==> config.mk <==
export PLATFORM = sky130hd
export DESIGN_NAME = router_fsm
export DESIGN_NICKNAME = d
export VERILOG_FILES = /design/src/rtl/router_pkg.sv /design/src/rtl/router_fsm.sv
export SDC_FILE = /design/constraint.sdc
export NUM_CORES = 1
export LEC_CHECK = 0
export ABC_AREA = 1
export CAP_MARGIN = 5
export CELL_PAD_IN_SITES_DETAIL_PLACEMENT = 1
export CELL_PAD_IN_SITES_GLOBAL_PLACEMENT = 1
export CORE_MARGIN = 2
export CORE_UTILIZATION = 30
export DETAILED_ROUTE_END_ITERATION = 6
export GPL_ROUTABILITY_DRIVEN = 1
export PLACE_DENSITY = 0.93
export SLEW_MARGIN = 20
export SYNTH_ARGS = -nofsm -noshare
export SYNTH_HDL_FRONTEND = slang
export SYNTH_SLANG_ARGS = --single-unit
==> constraint.sdc <==
create_clock -name clk -period 1.8 [get_ports clk]
set_input_delay 0.18 -clock clk [delete_from_list [all_inputs] [get_ports clk]]
set_output_delay 0.18 -clock clk [all_outputs]
set_load 0.1 [all_outputs]
==> src/rtl/router_pkg.sv <==
// Shared definitions for the router control path: FSM state encoding and port addresses.
// Optional ROUTER_FSM_DROP_INVALID_EN adds DROP_PACKET, which needs a fourth state bit.
// No logic here; definitions only.
package router_pkg;

  // Destination address field values carried in the header byte
  localparam logic [1:0] PORT_0       = 2'd0;
  localparam logic [1:0] PORT_1       = 2'd1;
  localparam logic [1:0] PORT_2       = 2'd2;
  localparam logic [1:0] ADDR_INVALID = 2'd3;

`ifdef ROUTER_FSM_DROP_INVALID_EN
  // Nine states do not fit in three bits; unused codes 9..15 fall back to decode.
  typedef enum logic [3:0] {
    DECODE_ADDRESS     = 4'd0,
    LOAD_FIRST_DATA    = 4'd1,
    LOAD_DATA          = 4'd2,
    FIFO_FULL_STATE    = 4'd3,
    LOAD_AFTER_FULL    = 4'd4,
    LOAD_PARITY        = 4'd5,
    CHECK_PARITY_ERROR = 4'd6,
    WAIT_TILL_EMPTY    = 4'd7,
    DROP_PACKET        = 4'd8
  } state_e;
`else
  typedef enum logic [2:0] {
    DECODE_ADDRESS     = 3'd0,
    LOAD_FIRST_DATA    = 3'd1,
    LOAD_DATA          = 3'd2,
    FIFO_FULL_STATE    = 3'd3,
    LOAD_AFTER_FULL    = 3'd4,
    LOAD_PARITY        = 3'd5,
    CHECK_PARITY_ERROR = 3'd6,
    WAIT_TILL_EMPTY    = 3'd7
  } state_e;
`endif

  // Pick the per-port flag addressed by addr; the invalid address selects nothing.
  function automatic logic port_sel(input logic [1:0] addr, input logic [2:0] flags);
    logic sel;
    case (addr)
      PORT_0:  sel = flags[0];
      PORT_1:  sel = flags[1];
      PORT_2:  sel = flags[2];
      default: sel = 1'b0;
    endcase
    return sel;
  endfunction

endpackage

==> src/rtl/router_fsm.sv <==
// Router control FSM: decodes the header address, sequences FIFO loads, parity and full stalls.
// Latency: Moore outputs decoded straight from the state register (zero cycles after a state change).
// Backpressure: fifo_full parks the FSM in FIFO_FULL_STATE; a busy target FIFO parks it in WAIT_TILL_EMPTY.
// Build option: define ROUTER_FSM_DROP_INVALID_EN to swallow packets addressed to port 3.
module router_fsm
  import router_pkg::*;
(
  input  logic       clk,
  input  logic       rstn,
  input  logic       pkt_valid,
  input  logic [1:0] data_in,
  input  logic       fifo_full,
  input  logic       empty_0,
  input  logic       empty_1,
  input  logic       empty_2,
  input  logic       soft_rst_0,
  input  logic       soft_rst_1,
  input  logic       soft_rst_2,
  input  logic       parity_done,
  input  logic       low_pkt_valid,
  output logic       detect_addr,
  output logic       lfd_state,
  output logic       ld_state,
  output logic       laf_state,
  output logic       full_state,
  output logic       write_en_reg,
  output logic       rst_int_reg,
  output logic       busy
);

  state_e     state_q, state_d;
  logic [1:0] target_q, target_d;

  logic [2:0] empty_vec;
  logic [2:0] soft_rst_vec;
  logic       addr_ok;
  logic       empty_addr;
  logic       empty_tgt;
  logic       soft_rst_tgt;

  assign empty_vec    = {empty_2, empty_1, empty_0};
  assign soft_rst_vec = {soft_rst_2, soft_rst_1, soft_rst_0};
  assign addr_ok      = (data_in != ADDR_INVALID);
  // The header decision looks at the live address; later stages look at the latched target.
  assign empty_addr   = port_sel(data_in, empty_vec);
  assign empty_tgt    = port_sel(target_q, empty_vec);
  assign soft_rst_tgt = port_sel(target_q, soft_rst_vec);

  // Next-state and target-latch logic; a soft reset of the target port overrides everything.
  always_comb begin
    state_d  = state_q;
    target_d = target_q;

    if (state_q == DECODE_ADDRESS && pkt_valid) begin
      target_d = data_in;
    end

    case (state_q)
      DECODE_ADDRESS: begin
        if (pkt_valid) begin
          if (addr_ok) begin
            state_d = empty_addr ? LOAD_FIRST_DATA : WAIT_TILL_EMPTY;
          end
`ifdef ROUTER_FSM_DROP_INVALID_EN
          else begin
            state_d = DROP_PACKET;
          end
`endif
        end
      end
      LOAD_FIRST_DATA: state_d = LOAD_DATA;
      LOAD_DATA: begin
        if (fifo_full) begin
          state_d = FIFO_FULL_STATE;
        end else if (!pkt_valid) begin
          state_d = LOAD_PARITY;
        end
      end
      FIFO_FULL_STATE: begin
        if (!fifo_full) begin
          state_d = LOAD_AFTER_FULL;
        end
      end
      LOAD_AFTER_FULL: begin
        if (parity_done) begin
          state_d = DECODE_ADDRESS;
        end else if (low_pkt_valid) begin
          state_d = LOAD_PARITY;
        end else begin
          state_d = LOAD_DATA;
        end
      end
      LOAD_PARITY: state_d = CHECK_PARITY_ERROR;
      CHECK_PARITY_ERROR: begin
        state_d = fifo_full ? FIFO_FULL_STATE : DECODE_ADDRESS;
      end
      WAIT_TILL_EMPTY: begin
        if (empty_tgt) begin
          state_d = LOAD_FIRST_DATA;
        end
      end
`ifdef ROUTER_FSM_DROP_INVALID_EN
      DROP_PACKET: begin
        if (!pkt_valid) begin
          state_d = DECODE_ADDRESS;
        end
      end
`endif
      default: state_d = DECODE_ADDRESS;
    endcase

    if (state_q != DECODE_ADDRESS && soft_rst_tgt) begin
      state_d = DECODE_ADDRESS;
    end
  end

  // State and target registers; reset returns to address decode with target port 0.
  always_ff @(posedge clk or negedge rstn) begin
    if (!rstn) begin
      state_q  <= DECODE_ADDRESS;
      target_q <= PORT_0;
    end else begin
      state_q  <= state_d;
      target_q <= target_d;
    end
  end

  // Moore output decode
  assign detect_addr  = (state_q == DECODE_ADDRESS);
  assign lfd_state    = (state_q == LOAD_FIRST_DATA);
  assign ld_state     = (state_q == LOAD_DATA);
  assign full_state   = (state_q == FIFO_FULL_STATE);
  assign laf_state    = (state_q == LOAD_AFTER_FULL);
  assign rst_int_reg  = (state_q == CHECK_PARITY_ERROR);
  assign write_en_reg = (state_q == LOAD_DATA) || (state_q == LOAD_PARITY) ||
                        (state_q == LOAD_AFTER_FULL);
`ifdef ROUTER_FSM_DROP_INVALID_EN
  assign busy = !((state_q == DECODE_ADDRESS) || (state_q == LOAD_DATA) ||
                  (state_q == DROP_PACKET));
`else
  assign busy = !((state_q == DECODE_ADDRESS) || (state_q == LOAD_DATA));
`endif

endmodule

==> metrics, run 1 <==
delay-heaviest family, CP flip-flops; fin nets 125; post-synth net total 101; Slew Limit Fails 0; Die Span Y 47.18 µm; mapped cell area 559.3 µm²; Slew HR 0.7237; Die Area 2225 µm²; initial antenna violation count 0; GRT Total Usage 0.1813; FMAX 581.9 MHz; clock sinks 5; Clock Skew 6.417 ps; final setup vio count 0; sequential area share after synthesis 0.2237; Worst Path Max Fanout 9; Crit Path Category register to primary output; CP Capture Type primary output; std cell rows 15; Least-Margin Pin Slew 414.4 ps; Core Region 1745 µm²; synthesized area per cell 6.429 µm²; CTS Root Buffer Type clkbuf_4; critical path's slowest cell dfrtp_1; Worst Path Required 1620 ps; RSZ-0062 raised after global routing no; RePlAce Congestion 0.8709; R2R Setup Slk 390 ps; worst path buffer plus inverter count 2; slowest stage delay, CP 520 ps; first-pass GRT wire length 2835 µm; IO Port Bufs 21; DPL Wire Length 1497 µm; FF+latch count, synth 5; wire length on met1 600 µm; Final Hold Viols 0; DRT iter0 DRCs 5; final period utilization 0.9547; Ys Warns 0; WHS 158.6 ps; outcome finished clean; Clk pin slew, worst setup/hold paths 40 ps; Final WS setup 81.49 ps; Synth Instances 87; CP arrival 1540 ps; largest net degree at the start of global routing 10; routed len/inst 12.74 µm; wire length on met2 1012 µm; clock latency on the worst-skew pair 240 ps; Hold Path Class primary input to async pin; Synth cell types 19; Area Growth Syn to Fin 64.21%; # H-tree levels 1; fraction of layout cells with a size suffix above 1 0.2818; vias in the first global route 719; DR top layer met4; Pre-Repair DR Iteration Count 3; Avg Vias per Cell 4.978; cts bufs inserted 3; Max Cap Viol 0; pre-CTS setup slack 277.9 ps; Tmin final 1719 ps; IO Count 22; cts hold-fix bufs 0; grt ovf 0; total wire length 1720 µm; TritonCTS clock tree built; Initial Util 0.3204; Die X 47.18 µm; startpoint types register; Diodes inserted 0; Clock Tree Buf Depth 2; Vias 672; CP Cell Sequence inv_2, nand2_2, nor2_4, o21bai_4, buf_12; metal3 WL 86 µm; DRC Markers 0; post-route ant nets 0
[sequential cells by signal, indices dropped and copies added, names as in the netlist]
name	cells
target_q	2
state_q	3
[worst paths after layout]
kind | start | to | depth (start not counted)
worst max-delay path | state_q[0]$_DFFE_PN0P_ | write_en_reg | 5
worst min-delay path | rstn | state_q[0]$_DFFE_PN0P_ | 1
worst max register to register | state_q[0]$_DFFE_PN0P_ | state_q[2]$_DFFE_PN0P_ | 7
worst min register to register | target_q[1]$_DFFE_PN0P_ | target_q[1]$_DFFE_PN0P_ | 2
max in group asynchronous | rstn | state_q[1]$_DFFE_PN0P_ | 1
min in group clk | target_q[1]$_DFFE_PN0P_ | target_q[1]$_DFFE_PN0P_ | 2
[synth_stat cells]
cell / count / area, µm²
nand4_1: 3 / 18.77
nor3_1: 2 / 10.01
nand3b_1: 1 / 7.510
nor2_2: 2 / 12.51
o21bai_1: 1 / 7.510
dfrtp_1: 5 / 125.1
buf_6: 2 / 22.52
nand2_2: 4 / 25.02
a21oi_2: 2 / 17.52
nor2_1: 3 / 11.26
nand2_1: 17 / 63.81
nand3_1: 22 / 110.1
o21ai_1: 2 / 10.01
inv_2: 2 / 7.510
nand2_4: 2 / 22.52
o21ai_0: 3 / 15.01
inv_1: 10 / 37.54
inv_4: 2 / 12.51
nor2_4: 2 / 22.52
[final cells by class]
type	count	area [µm²]
Timing Repair Buffer	21	290.3
Inverter	14	57.56
Fill cell	233	827.0
Tap cell	25	31.28
Multi-Input combinational cell	66	386.6
Sequential cell	5	126.4
Clock buffer	4	26.28
[kinds of logic after synthesis]
family,synth area share
DFF,0.2237
buffers and inverters,0.1432
AOI/OAI and AO/OA,0.08949
and+or+nand+nor,0.5436
[what timing repair did]
action / in CTS / in global routing
setup buffers: 0 / 0
gates resized for setup: 0 / 1
endpoints found under the setup margin: 0 / 1
[metrics by stage]
stage	std cells	instance area [µm²]	utilization	setup TNS, ps
2_1_floorplan	87	591.8	-	-109.0
3_3_place_gp	131	890.9	0.5104	0
3_5_place_dp	131	890.9	0.5104	0
4_1_cts	135	917.1	0.5254	0
5_1_grt	135	918.4	0.5262	0
6_report	135	918.4	0.5262	0
[placed cells by master, fill, tap and decap left out, types with 2 or more instances in the layout]
cell type / netlist / layout
o21ai_1: 2 / 2
buf_12: 0 / 8
nand4_1: 3 / 3
nand2_2: 4 / 4
nand2_1: 17 / 17
o21ai_0: 3 / 3
clkdlybuf4s50_1: 0 / 13
nand3_1: 22 / 22
a21oi_2: 2 / 2
inv_4: 2 / 2
inv_2: 2 / 2
nor2_1: 3 / 3
nor2_4: 2 / 3
nand2_4: 2 / 2
dfrtp_1: 5 / 4
inv_1: 10 / 10
clkbuf_4: 0 / 3
[per-layer routing]
layer | vias up | track usage
li1 | 334 | -
met1 | 312 | 0.1655
met2 | 24 | 0.3808
met3 | 2 | 0.04615
met4 | 0 | 0.05000
met5 | - | 0
Power of run 1 is not shown: default switching activity piles up to over one toggle a cycle in this logic, so the estimate is an artifact.
==> inputs of run 2 (changes only) <==
--- a/config.mk
+++ b/config.mk
@@ -10,10 +10,10 @@
 export CELL_PAD_IN_SITES_DETAIL_PLACEMENT = 1
 export CELL_PAD_IN_SITES_GLOBAL_PLACEMENT = 1
 export CORE_MARGIN = 2
-export CORE_UTILIZATION = 30
+export CORE_UTILIZATION = 28
 export DETAILED_ROUTE_END_ITERATION = 6
 export GPL_ROUTABILITY_DRIVEN = 1
-export PLACE_DENSITY = 0.93
+export PLACE_DENSITY = 0.88
 export SLEW_MARGIN = 20
 export SYNTH_ARGS = -nofsm -noshare
 export SYNTH_HDL_FRONTEND = slang
==> constraint.sdc (replaced) <==
create_clock -name clk -period 1.9 [get_ports clk]
set_input_delay 0.19 -clock clk [delete_from_list [all_inputs] [get_ports clk]]
set_output_delay 0.19 -clock clk [all_outputs]
set_load 0.1 [all_outputs]
==> run 2 against run 1 <==
  * First-iteration DRC count down 20%
  * Highest routed layer unchanged
  * Sequential share of layout area shrank 0.15 points
  * Hold slack better by 6.3 ps
  * Flip-flop and latch count did not move
  * Register-to-register slack improved by 30 ps
  * Largest cell class unchanged
  * Via count rose by 0.15%
  * Final area up 0.14%
  * Clock skew is 5.7 ps lower
  * Non-clock buffer count did not move
  * Cell count is 1.5% higher
  * Global-route usage is 1.6 points lower
  * Count of clock-buffer cells in the layout did not move
==> metrics, run 2 (synthesized netlist as in run 1, its figures left out) <==
Hold Path Class primary input to async pin; CP Cell Sequence nand2_2, nor2_4, o21bai_4, buf_12; initial antenna violation count 0 (unchanged); GRT Total Usage 0.1653 (-0.01599); CTS Root Buffer Type clkbuf_4; FF+latch area 125.1 µm² (-0.99%); std cell rows 16 (+1); WHS 164.9 ps (+6.290 ps); routed len/inst 12.45 µm (-2.3%); largest net degree at the start of global routing 10 (unchanged); Clk pin slew, worst setup/hold paths 40 ps (about the same); Diodes inserted 0 (unchanged); # H-tree levels 1 (unchanged); outcome finished clean; cts hold-fix bufs 0 (unchanged); slowest stage delay, CP 650 ps (+130 ps); CP startpoint state_q[1]$_DFFE_PN0P_; Avg Vias per Cell 4.912 (-1.3%); Least-Margin Pin Slew 500.5 ps (+86.06 ps); post-CTS setup buffers 0 (unchanged); vias in the first global route 718 (-0.14%); Final WS setup 114.8 ps (+33.27 ps); cts bufs inserted 3 (unchanged); clock sinks 5 (unchanged); fraction of layout cells with a size suffix above 1 0.2727 (-0.009091); CP arrival 1600 ps (+60 ps); top flop regs state_q (3), target_q (2); final period utilization 0.9396; total wire length 1705 µm (-0.87%); IO Count 22 (unchanged); Worst Path Max Fanout 9 (unchanged); Worst R2R Path Depth 8 (+1); RePlAce Congestion 0.8250 (-5.3%); critical path's slowest cell dfrtp_1; Die Span Y 48.69 µm (+3.2%); Clock Tree Buf Depth 2 (unchanged); Core Region 1922 µm² (+10%); RR Startpoint state_q[1]$_DFFE_PN0P_; DRT iter0 DRCs 4 (-1); placed cell count 133 (+1.5%); Largest Register state_q; clock latency on the worst-skew pair 240 ps (about the same); Slew HR 0.6663 (-0.05738); CP Capture Type primary output; DPL Wire Length 1507 µm (+0.72%); startpoint types register; Max Cap Viol 0 (unchanged); Tmin final 1785 ps; Vias 673 (+0.15%); Slew Limit Fails 0 (unchanged); Final Hold Viols 0 (unchanged); pre-CTS setup slack 369.7 ps (+91.76 ps); Die Area 2371 µm² (+6.5%); IO Port Bufs 21 (unchanged); first-pass GRT wire length 2994 µm (+5.6%); Fillers 263 (+13%); most frequent cells in the layout 22 x nand3_1, 17 x nand2_1, 13 x clkdlybuf4s50_1, 10 x inv_1, 8 x buf_12; fin nets 125 (unchanged); RSZ-0062 raised after global routing no; PostCTS Resize Cnt 0 (unchanged); Multi-input gate area 386.6 µm² (unchanged); Crit Path Category register to primary output; DRC Markers 0 (unchanged); RR Endpoint state_q[0]$_DFFE_PN0P_; commonest non-fill, non-tap cell in the layout nand3_1; R2R Setup Slk 420 ps (+30 ps); Pre-Repair DR Iteration Count 4 (+1); FMAX 560.1 MHz; Area Growth Syn to Fin 64.43%; TritonCTS clock tree built; post-route ant nets 0 (unchanged); Die X 48.69 µm (+3.2%); Worst Path Required 1710 ps (+90 ps); Final Non-Filler Cells 137 (+1.5%); final setup vio count 0 (unchanged); max reg flops 3 (unchanged); final instance area 919.6 µm² (+0.14%); Initial Util 0.2910 (-0.02941); Clock Skew 0.7447 ps (-5.672 ps); grt ovf 0 (unchanged); placed instance area 893.4 µm² (+0.28%)
==> run 2: cell counts in the layout (fill, tap and decap cells not counted) <==
No cell type changed its count.
==> run 2: how the worst max path moves through the flow <==
stage	slack, ps	endpoint
6_report	110	write_en_reg
5_1_grt	20	write_en_reg
3_5_place_dp	370	write_en_reg
4_1_cts	100	write_en_reg
2_1_floorplan	-20	full_state
3_3_place_gp	450	write_en_reg
==> run 2: area by class of cell <==
class	instances	area share
flip-flops and latches	5	0.1361
well taps	27	0.03673
repair buffers	21	0.3156
multi-input cells	66	0.4204
inverters	14	0.06259
clock buffers	4	0.02857
==> run 2: worst max-delay path: cells and delay by family (launching register included) <==
| kind | cells | cell delay, ps |
|---|---|---|
| simple gates | 2 | 350 |
| flops | 1 | 650 |
| compound gates | 1 | 160 |
| buf+inv | 1 | 190 |
==> run 2: layer usage <==
layer  vias up  share of wire  track usage  wire length [µm]
li1        334              -            -                 -
met1       305           0.34       0.1434               587
met2        28           0.58       0.3356               981
met3         6          0.056      0.05556                95
met4         0          0.023      0.06667                40
met5         -              0            0                 0
==> run 2: stage by stage <==
step                setup TNS [ps]  utilization
floorplan                   -18.97            -
global placement                 0       0.4648
detailed placement               0       0.4648
CTS                              0       0.4785
global route                     0       0.4785
finish                           0       0.4785
Power of run 2 is left out for the same reason.
